### src/rtl/pipe_exec_ctrl_if.sv
// Control/status bundle between the pipeline execution sequencer and the
// switch panel / pipeline datapath. The sequencer takes the slave side.
interface pipe_exec_ctrl_if #(
    parameter int CNT_W = 32
);
    logic             step_sw;
    logic             run_sw;
    logic             bp_en;
    logic [31:0]      bp_addr;
    logic [31:0]      if_pc;
    logic             regwrite;
    logic             adv_en;
    logic [1:0]       state;
    logic [CNT_W-1:0] cycle_count;
    logic [CNT_W-1:0] retired_count;
    logic             led;

    modport master (
        output step_sw, run_sw, bp_en, bp_addr, if_pc, regwrite,
        input  adv_en, state, cycle_count, retired_count, led
    );

    modport slave (
        input  step_sw, run_sw, bp_en, bp_addr, if_pc, regwrite,
        output adv_en, state, cycle_count, retired_count, led
    );
endinterface

### src/rtl/pipe_exec_ctrl.sv
// Pipeline execution sequencer: debounced step/run, divided free-run, PC breakpoint with drain.
// Optional step auto-repeat in IDLE is compiled in with `define PEC_AUTOREPEAT_EN.
//
//   state | meaning
//   IDLE  | waiting; one adv_en per debounced step press
//   RUN   | adv_en every RUN_DIV clocks, breakpoint armed
//   DRAIN | DRAIN_CYCLES back-to-back adv_en to flush older instructions
//   HALT  | stopped at breakpoint until run switch is lowered
module pipe_exec_ctrl #(
    parameter int DEBOUNCE_CYCLES = 600000,
    parameter int DB_W            = 21,
    parameter int RUN_DIV         = 1,
    parameter int DRAIN_CYCLES    = 4,
    parameter int CNT_W           = 32
) (
    input logic             clk,
    input logic             reset,
    pipe_exec_ctrl_if.slave bus
);

    localparam logic [1:0] S_IDLE  = 2'd0;
    localparam logic [1:0] S_RUN   = 2'd1;
    localparam logic [1:0] S_DRAIN = 2'd2;
    localparam logic [1:0] S_HALT  = 2'd3;

    localparam int DIV_W = (RUN_DIV > 1) ? $clog2(RUN_DIV) : 1;
    localparam int DRN_W = (DRAIN_CYCLES > 0) ? $clog2(DRAIN_CYCLES + 1) : 1;

    localparam logic [DB_W-1:0]  DB_TC      = DB_W'(DEBOUNCE_CYCLES);
    localparam logic [DIV_W-1:0] DIV_RELOAD = DIV_W'(RUN_DIV - 1);
    localparam logic [DRN_W-1:0] DRN_LOAD   = DRN_W'(DRAIN_CYCLES);
    localparam logic [CNT_W-1:0] CNT_MAX    = {CNT_W{1'b1}};

    logic              r_step_cand, r_step_db, r_step_db_d;
    logic [DB_W-1:0]   r_step_cnt;
    logic              r_run_cand, r_run_db;
    logic [DB_W-1:0]   r_run_cnt;

    logic [1:0]        r_state;
    logic              r_adv_en;
    logic [DIV_W-1:0]  r_div;
    logic [DRN_W-1:0]  r_drain;
    logic [CNT_W-1:0]  r_cycle_count;
    logic [CNT_W-1:0]  r_retired_count;
    logic              r_led;

    logic              w_step_rise;
    logic              w_step_pulse;
    logic [1:0]        w_state_nxt;
    logic              w_adv_nxt;
    logic [DIV_W-1:0]  w_div_nxt;
    logic [DRN_W-1:0]  w_drain_nxt;
    logic              w_bp_hit;

    // Reset loads the raw levels so a switch held through reset gives no edge.
    always_ff @(posedge clk) begin
        if (reset) begin
            r_step_cand <= bus.step_sw;
            r_step_db   <= bus.step_sw;
            r_step_db_d <= bus.step_sw;
            r_step_cnt  <= '0;
        end else begin
            r_step_db_d <= r_step_db;
            if (bus.step_sw != r_step_cand) begin
                r_step_cand <= bus.step_sw;
                r_step_cnt  <= '0;
            end else if (r_step_cnt == DB_TC) begin
                r_step_db <= r_step_cand;
            end else begin
                r_step_cnt <= r_step_cnt + DB_W'(1);
            end
        end
    end

    always_ff @(posedge clk) begin
        if (reset) begin
            r_run_cand <= bus.run_sw;
            r_run_db   <= bus.run_sw;
            r_run_cnt  <= '0;
        end else if (bus.run_sw != r_run_cand) begin
            r_run_cand <= bus.run_sw;
            r_run_cnt  <= '0;
        end else if (r_run_cnt == DB_TC) begin
            r_run_db <= r_run_cand;
        end else begin
            r_run_cnt <= r_run_cnt + DB_W'(1);
        end
    end

    assign w_step_rise = r_step_db & ~r_step_db_d;

`ifdef PEC_AUTOREPEAT_EN
    localparam int REP_W = $clog2(16 * DEBOUNCE_CYCLES + 1);
    localparam logic [REP_W-1:0] REP_FIRST = REP_W'(16 * DEBOUNCE_CYCLES - 1);
    localparam logic [REP_W-1:0] REP_NEXT  = REP_W'(4 * DEBOUNCE_CYCLES - 1);

    logic [REP_W-1:0] r_rep_cnt;
    logic             r_rep_act;
    logic             w_rep_arm;
    logic             w_rep_fire;

    // Repeat only while the press that started it is still held in IDLE.
    assign w_rep_arm  = (r_state == S_IDLE) && !r_run_db && r_step_db;
    assign w_rep_fire = w_rep_arm && r_rep_act && !w_step_rise && (r_rep_cnt == '0);

    always_ff @(posedge clk) begin
        if (reset || !w_rep_arm) begin
            r_rep_cnt <= '0;
            r_rep_act <= 1'b0;
        end else if (w_step_rise) begin
            r_rep_cnt <= REP_FIRST;
            r_rep_act <= 1'b1;
        end else if (r_rep_act) begin
            r_rep_cnt <= (r_rep_cnt == '0) ? REP_NEXT : r_rep_cnt - REP_W'(1);
        end
    end

    assign w_step_pulse = w_step_rise | w_rep_fire;
`else
    assign w_step_pulse = w_step_rise;
`endif

    assign w_bp_hit = bus.bp_en && r_adv_en && (bus.if_pc == bus.bp_addr);

    always_comb begin
        w_state_nxt = r_state;
        w_adv_nxt   = 1'b0;
        w_div_nxt   = r_div;
        w_drain_nxt = r_drain;
        case (r_state)
            S_IDLE: begin
                if (r_run_db) begin
                    w_state_nxt = S_RUN;
                    w_div_nxt   = '0;
                end else if (w_step_pulse) begin
                    w_adv_nxt = 1'b1;
                end
            end
            S_RUN: begin
                if (!r_run_db) begin
                    w_state_nxt = S_IDLE;
                    w_div_nxt   = '0;
                end else if (w_bp_hit) begin
                    w_state_nxt = S_DRAIN;
                    w_drain_nxt = DRN_LOAD;
                end else if (r_div == '0) begin
                    w_adv_nxt = 1'b1;
                    w_div_nxt = DIV_RELOAD;
                end else begin
                    w_div_nxt = r_div - DIV_W'(1);
                end
            end
            S_DRAIN: begin
                if (r_drain != '0) begin
                    w_adv_nxt   = 1'b1;
                    w_drain_nxt = r_drain - DRN_W'(1);
                end else begin
                    w_state_nxt = S_HALT;
                end
            end
            S_HALT: begin
                if (!r_run_db) begin
                    w_state_nxt = S_IDLE;
                end
            end
            default: w_state_nxt = S_IDLE;
        endcase
    end

    always_ff @(posedge clk) begin
        if (reset) begin
            r_state  <= S_IDLE;
            r_adv_en <= 1'b0;
            r_div    <= '0;
            r_drain  <= '0;
        end else begin
            r_state  <= w_state_nxt;
            r_adv_en <= w_adv_nxt;
            r_div    <= w_div_nxt;
            r_drain  <= w_drain_nxt;
        end
    end

    always_ff @(posedge clk) begin
        if (reset) begin
            r_cycle_count   <= '0;
            r_retired_count <= '0;
            r_led           <= 1'b0;
        end else if (r_adv_en) begin
            if (r_cycle_count != CNT_MAX) begin
                r_cycle_count <= r_cycle_count + CNT_W'(1);
            end
            if (bus.regwrite) begin
                if (r_retired_count != CNT_MAX) begin
                    r_retired_count <= r_retired_count + CNT_W'(1);
                end
                r_led <= ~r_led;
            end
        end
    end

    assign bus.adv_en        = r_adv_en;
    assign bus.state         = r_state;
    assign bus.cycle_count   = r_cycle_count;
    assign bus.retired_count = r_retired_count;
    assign bus.led           = r_led;

endmodule

### src/flat_wrapper.sv
// flat-port wrapper written by rule: the top's interface ports become plain ports
module pipe_exec_ctrl_flat 
#(
    parameter int DEBOUNCE_CYCLES = 600000,
    parameter int DB_W            = 21,
    parameter int RUN_DIV         = 1,
    parameter int DRAIN_CYCLES    = 4,
    parameter int CNT_W           = 32
)
  (clk, reset, bus_step_sw, bus_run_sw, bus_bp_en, bus_bp_addr, bus_if_pc, bus_regwrite, bus_adv_en, bus_state, bus_cycle_count, bus_retired_count, bus_led);
  pipe_exec_ctrl_if #(.CNT_W(CNT_W)) bus_i ();
  input logic clk;
  input logic reset;
  input wire logic [$bits(bus_i.step_sw)-1:0] bus_step_sw;
  input wire logic [$bits(bus_i.run_sw)-1:0] bus_run_sw;
  input wire logic [$bits(bus_i.bp_en)-1:0] bus_bp_en;
  input wire logic [$bits(bus_i.bp_addr)-1:0] bus_bp_addr;
  input wire logic [$bits(bus_i.if_pc)-1:0] bus_if_pc;
  input wire logic [$bits(bus_i.regwrite)-1:0] bus_regwrite;
  output wire logic [$bits(bus_i.adv_en)-1:0] bus_adv_en;
  output wire logic [$bits(bus_i.state)-1:0] bus_state;
  output wire logic [$bits(bus_i.cycle_count)-1:0] bus_cycle_count;
  output wire logic [$bits(bus_i.retired_count)-1:0] bus_retired_count;
  output wire logic [$bits(bus_i.led)-1:0] bus_led;
  assign bus_i.step_sw = bus_step_sw;
  assign bus_i.run_sw = bus_run_sw;
  assign bus_i.bp_en = bus_bp_en;
  assign bus_i.bp_addr = bus_bp_addr;
  assign bus_i.if_pc = bus_if_pc;
  assign bus_i.regwrite = bus_regwrite;
  assign bus_adv_en = bus_i.adv_en;
  assign bus_state = bus_i.state;
  assign bus_cycle_count = bus_i.cycle_count;
  assign bus_retired_count = bus_i.retired_count;
  assign bus_led = bus_i.led;
  pipe_exec_ctrl #(.DEBOUNCE_CYCLES(DEBOUNCE_CYCLES), .DB_W(DB_W), .RUN_DIV(RUN_DIV), .DRAIN_CYCLES(DRAIN_CYCLES), .CNT_W(CNT_W)) u_core (.clk(clk), .reset(reset), .bus(bus_i));
endmodule
### config.mk
export PLATFORM = sky130hd
export DESIGN_NAME = pipe_exec_ctrl_flat
export DESIGN_NICKNAME = d
export VERILOG_FILES = /design/src/rtl/pipe_exec_ctrl_if.sv /design/src/rtl/pipe_exec_ctrl.sv /design/src/flat_wrapper.sv
export SDC_FILE = /design/constraint.sdc
export NUM_CORES = 1
export LEC_CHECK = 0
export ABC_AREA = 1
export CAP_MARGIN = 20
export CORE_MARGIN = 2
export CORE_UTILIZATION = 45
export DETAILED_ROUTE_END_ITERATION = 10
export PLACE_DENSITY = 0.78
export SLEW_MARGIN = 20
export SYNTH_ARGS = -nofsm -noshare
export SYNTH_HDL_FRONTEND = slang
export SYNTH_SLANG_ARGS = --single-unit
### constraint.sdc
create_clock -name clk -period 1.54 [get_ports clk]
set_input_delay 0.154 -clock clk [delete_from_list [all_inputs] [get_ports clk]]
set_output_delay 0.154 -clock clk [all_outputs]
set_load 0.01 [all_outputs]
==> results of run 1 <==
-- final cells by class --
class | count | share of cell area (%)
repair buffers | 363 | 26.3
flip-flops and latches | 118 | 20.7
repair inverters | 1 | 0.0941
inverters | 149 | 4.97
clock inverters | 8 | 0.794
multi-input cells | 800 | 41.0
well taps | 188 | 1.96
clock buffers | 24 | 4.19
-- power groups by stage --
stage	clock (uW)	sequential [uW]	combinational [uW]
2_1_floorplan	0	3190	300
3_3_place_gp	0	3190	641
3_5_place_dp	0	3190	659
4_1_cts	4050	3130	711
5_1_grt	4190	3140	903
6_report	4080	3130	840
-- placed cells by master (no fill, tap or decap), types with 7 or more instances in the layout --
master,instances
nor2_1,107
xnor2_1,21
nand2_1,256
o21ai_0,20
nand3_1,25
a21oi_2,29
dfxtp_2,23
buf_6,17
nand3_2,14
xor2_1,19
nor3_4,7
nor2_4,24
nand2_2,34
nor2_2,18
clkdlybuf4s50_1,70
nand4_1,25
buf_4,202
a21oi_1,53
nor3_1,24
nor3_2,13
dlygate4sd2_1,64
nand2_4,28
dfxtp_1,78
clkbuf_16,17
inv_2,19
dfxtp_4,13
o21ai_2,7
o21ai_1,15
inv_1,125
-- routing by layer --
| layer | vias up | GRT usage [%] |
|---|---|---|
| met1 | 4224 | 32.0 |
| li1 | 4178 | - |
| met5 | - | 0 |
| met4 | 2 | 14.0 |
| met2 | 544 | 50.3 |
| met3 | 177 | 6.20 |
-- per-stage QoR --
| stage | cell area (um^2) | power [uW] | worst slack, ps | hold WS [ps] |
|---|---|---|---|---|
| floorplan | 7050 | 3490 | -20.1 | 253 |
| global placement | 9890 | 3830 | -220 | 436 |
| detailed placement | 9890 | 3850 | -287 | 439 |
| CTS | 10900 | 7880 | -113 | 3.42 |
| global route | 12000 | 8230 | -423 | 16.2 |
| finish | 12000 | 8050 | -371 | 7.16 |
-- cell usage after synthesis, types with 5 or more instances --
master    count  share of area, %
or2_2        10              0.90
clkbuf_1      9              0.48
ha_1          8               1.4
dfxtp_1     114                33
nand4_1      25               2.2
inv_1       140               7.5
xnor2_1      26               3.3
o21ai_1       5              0.36
inv_2         7              0.38
nand3_1      40               2.9
nor2_1      138               7.4
o21ai_0      37               2.7
xor2_1       21               2.6
nor2_2        9              0.81
nand2_1     315                17
nor3_1       40               2.9
a21oi_1      82               5.9
nor4_1        5              0.45
-- sequential cells by signal (all words and copies together) (netlist names), named ones only --
| signal | flops |
|---|---|
| u_core.r_run_cnt | 21 |
| u_core.r_step_cnt | 21 |
| u_core.r_step_cand | 1 |
| u_core.bus.retired_count | 32 |
| u_core.r_drain | 3 |
| u_core.bus.adv_en | 1 |
| u_core.r_step_db | 1 |
| u_core.r_run_db | 1 |
| u_core.r_step_db_d | 1 |
| u_core.r_run_cand | 1 |
| u_core.bus.led | 1 |
| u_core.bus.state | 1 |
| u_core.bus.cycle_count | 32 |
-- what timing repair did --
| item | in CTS | in global routing |
|---|---|---|
| setup buffers | 17 | 30 |
| gates resized for setup | 184 | 227 |
| gates cloned | 2 | 0 |
| endpoints found under the setup margin | 147 | 100 |
| pin swaps | 27 | 76 |
-- worst paths after layout --
kind / to / slack, ps / cells past startpoint
max: u_core.bus.cycle_count[18] / -370 / 7
max reg2reg: u_core.bus.cycle_count[18] / -370 / 7
min: register / 7 / 2
min reg2reg: u_core.r_run_cnt[5] / 470 / 1
-- logic make-up after synthesis --
logic type / count (synthesis)
simple gates: 611
buf+inv: 170
compound gates: 134
flops: 118
xor+xnor: 47
fa+ha+maj: 8
-- critical path, stage by stage, from the launching register on --
cell and delay, ps:
dfxtp_1 380, nand2_2 110, nor2_2 290, nand4_1 200, nor3_1 250, xor2_1 200
nand2_2 70, a21oi_2 290
==> metrics.cfg, run 1 <==
[critical_path]
required_ps = 1860
cp_max_fo = 3
crit_start = u_core.bus.cycle_count[8]
start_kind = register
end_kind = register
r2r-start = u_core.bus.cycle_count[8]
cp.arrival_ps = 2230
path_class = register to register

[place]
dpl.cell_count = 1572
numPortBuffers = 137
finalWeightedCongestion = 0.922
hpwlAfterDp_mm = 16.0

[final_layout]
final_util_pct = 79.1
final_nets = 1528
final_cells = 1651
drive_above_1_share_pct = 36.4
syn_to_final_growth_pct = 71.8
multi_input_area_um2 = 4910
regArea_um2 = 2480
fill_cells = 930
antenna_cells = 0

[routing]
vias_per_cell = 5.53
drt.antenna.violating_nets = 0
dr_wl_met3_mm = 2.26
wire_per_inst_um = 17.4
drtPass1Iterations = 8
drcViolationCount = 0
wl_met1_mm = 10.1
routed_wl_mm = 28.8
dr.first_iter.drc_count = 948
top_layer_used = met5
vias = 9125
dr_wl_met2_mm = 14.7

[yosys]
synth_cell_types = 44
synthesis.nets = 1166
syn_area_um2 = 6970
synth-seq-cells = 118
synth_xor_area_share_pct = 5.91
synth_area_per_cell_um2 = 6.41
synthFlopType = dfxtp_1
synth_cells = 1088
synthAdderAreaFrac_pct = 1.44
synth_compound_area_share_pct = 9.95
async_flop_share_pct = 0
synth_edf_count = 4
synthSimpleGateAreaFrac_pct = 38.4
seq_area_frac_synth_pct = 34.5
yosysWarnings = 0
synthMuxAreaShare_pct = 0
synth_top_family_by_area = simple AND/OR/NAND/NOR gates

[power]
p_clk_share_pct = 50.7
power_frac_seq_pct = 38.9
power_density_nw_per_um2 = 672
max-vdd-ir-drop_uv = 930
p_sw_uw = 1960
p_sw_share_pct = 24.3
p_leak_uw = 0.00564
combPwrFrac_pct = 10.4
intPower_uw = 6090

[die]
rows = 45
die-height_um = 128
dieArea_um2 = 16500
start_util_pct = 46.0
coreArea_um2 = 15100
chipWidth_um = 128
io_pins = 138

[clock_tree]
cts_tree = done
cts-root-buf = clkbuf_16
cts-buffers-inserted = 17
cts_buffer_depth = 2
clock_sinks = 118
htreeDepth = 4
path_clk_slew_ps = 60
ctsHoldBuffers = 0
worstSkewPairLatency_ps = 430

[hold_path]
min_from = reset
hp-class = input pin to register

[sta]
post-route-period-util_pct = 124
timing.fmax_mhz = 523
slew_violations = 0
period_needed_ps = 1910
rsz0062_at_grt = true
setup_viol = 74
worstMarginPinSlew_ps = 682
hold_viol = 0
finalClockSkew_ps = 9.80
slew_headroom_pct = 54.6
tns_ps = -13110
worst_slack_ps = -371

[global_routing]
grt_overflow_total = 0
grt_pass1_vias = 8149
grt_use_total_pct = 28.3
grt_pass1_wl_mm = 37.4
antenna_found_initial = 1
grt_max_degree = 41

[status]
outcome = complete, but fails checks
violations = negative setup slack

[run]
cap_viol_max_count = 0

Note: power is estimated with default switching activity, not from simulation.
==> inputs of run 2 (changes only) <==
--- a/config.mk
+++ b/config.mk
@@ -10,6 +10,7 @@
 export CORE_MARGIN = 2
 export CORE_UTILIZATION = 45
 export DETAILED_ROUTE_END_ITERATION = 10
+export GPL_ROUTABILITY_DRIVEN = 1
 export PLACE_DENSITY = 0.78
 export SLEW_MARGIN = 20
 export SYNTH_ARGS = -nofsm -noshare
==> results of run 2 <==
No change in the layout: final DEF, timing and power equal those of run 1.
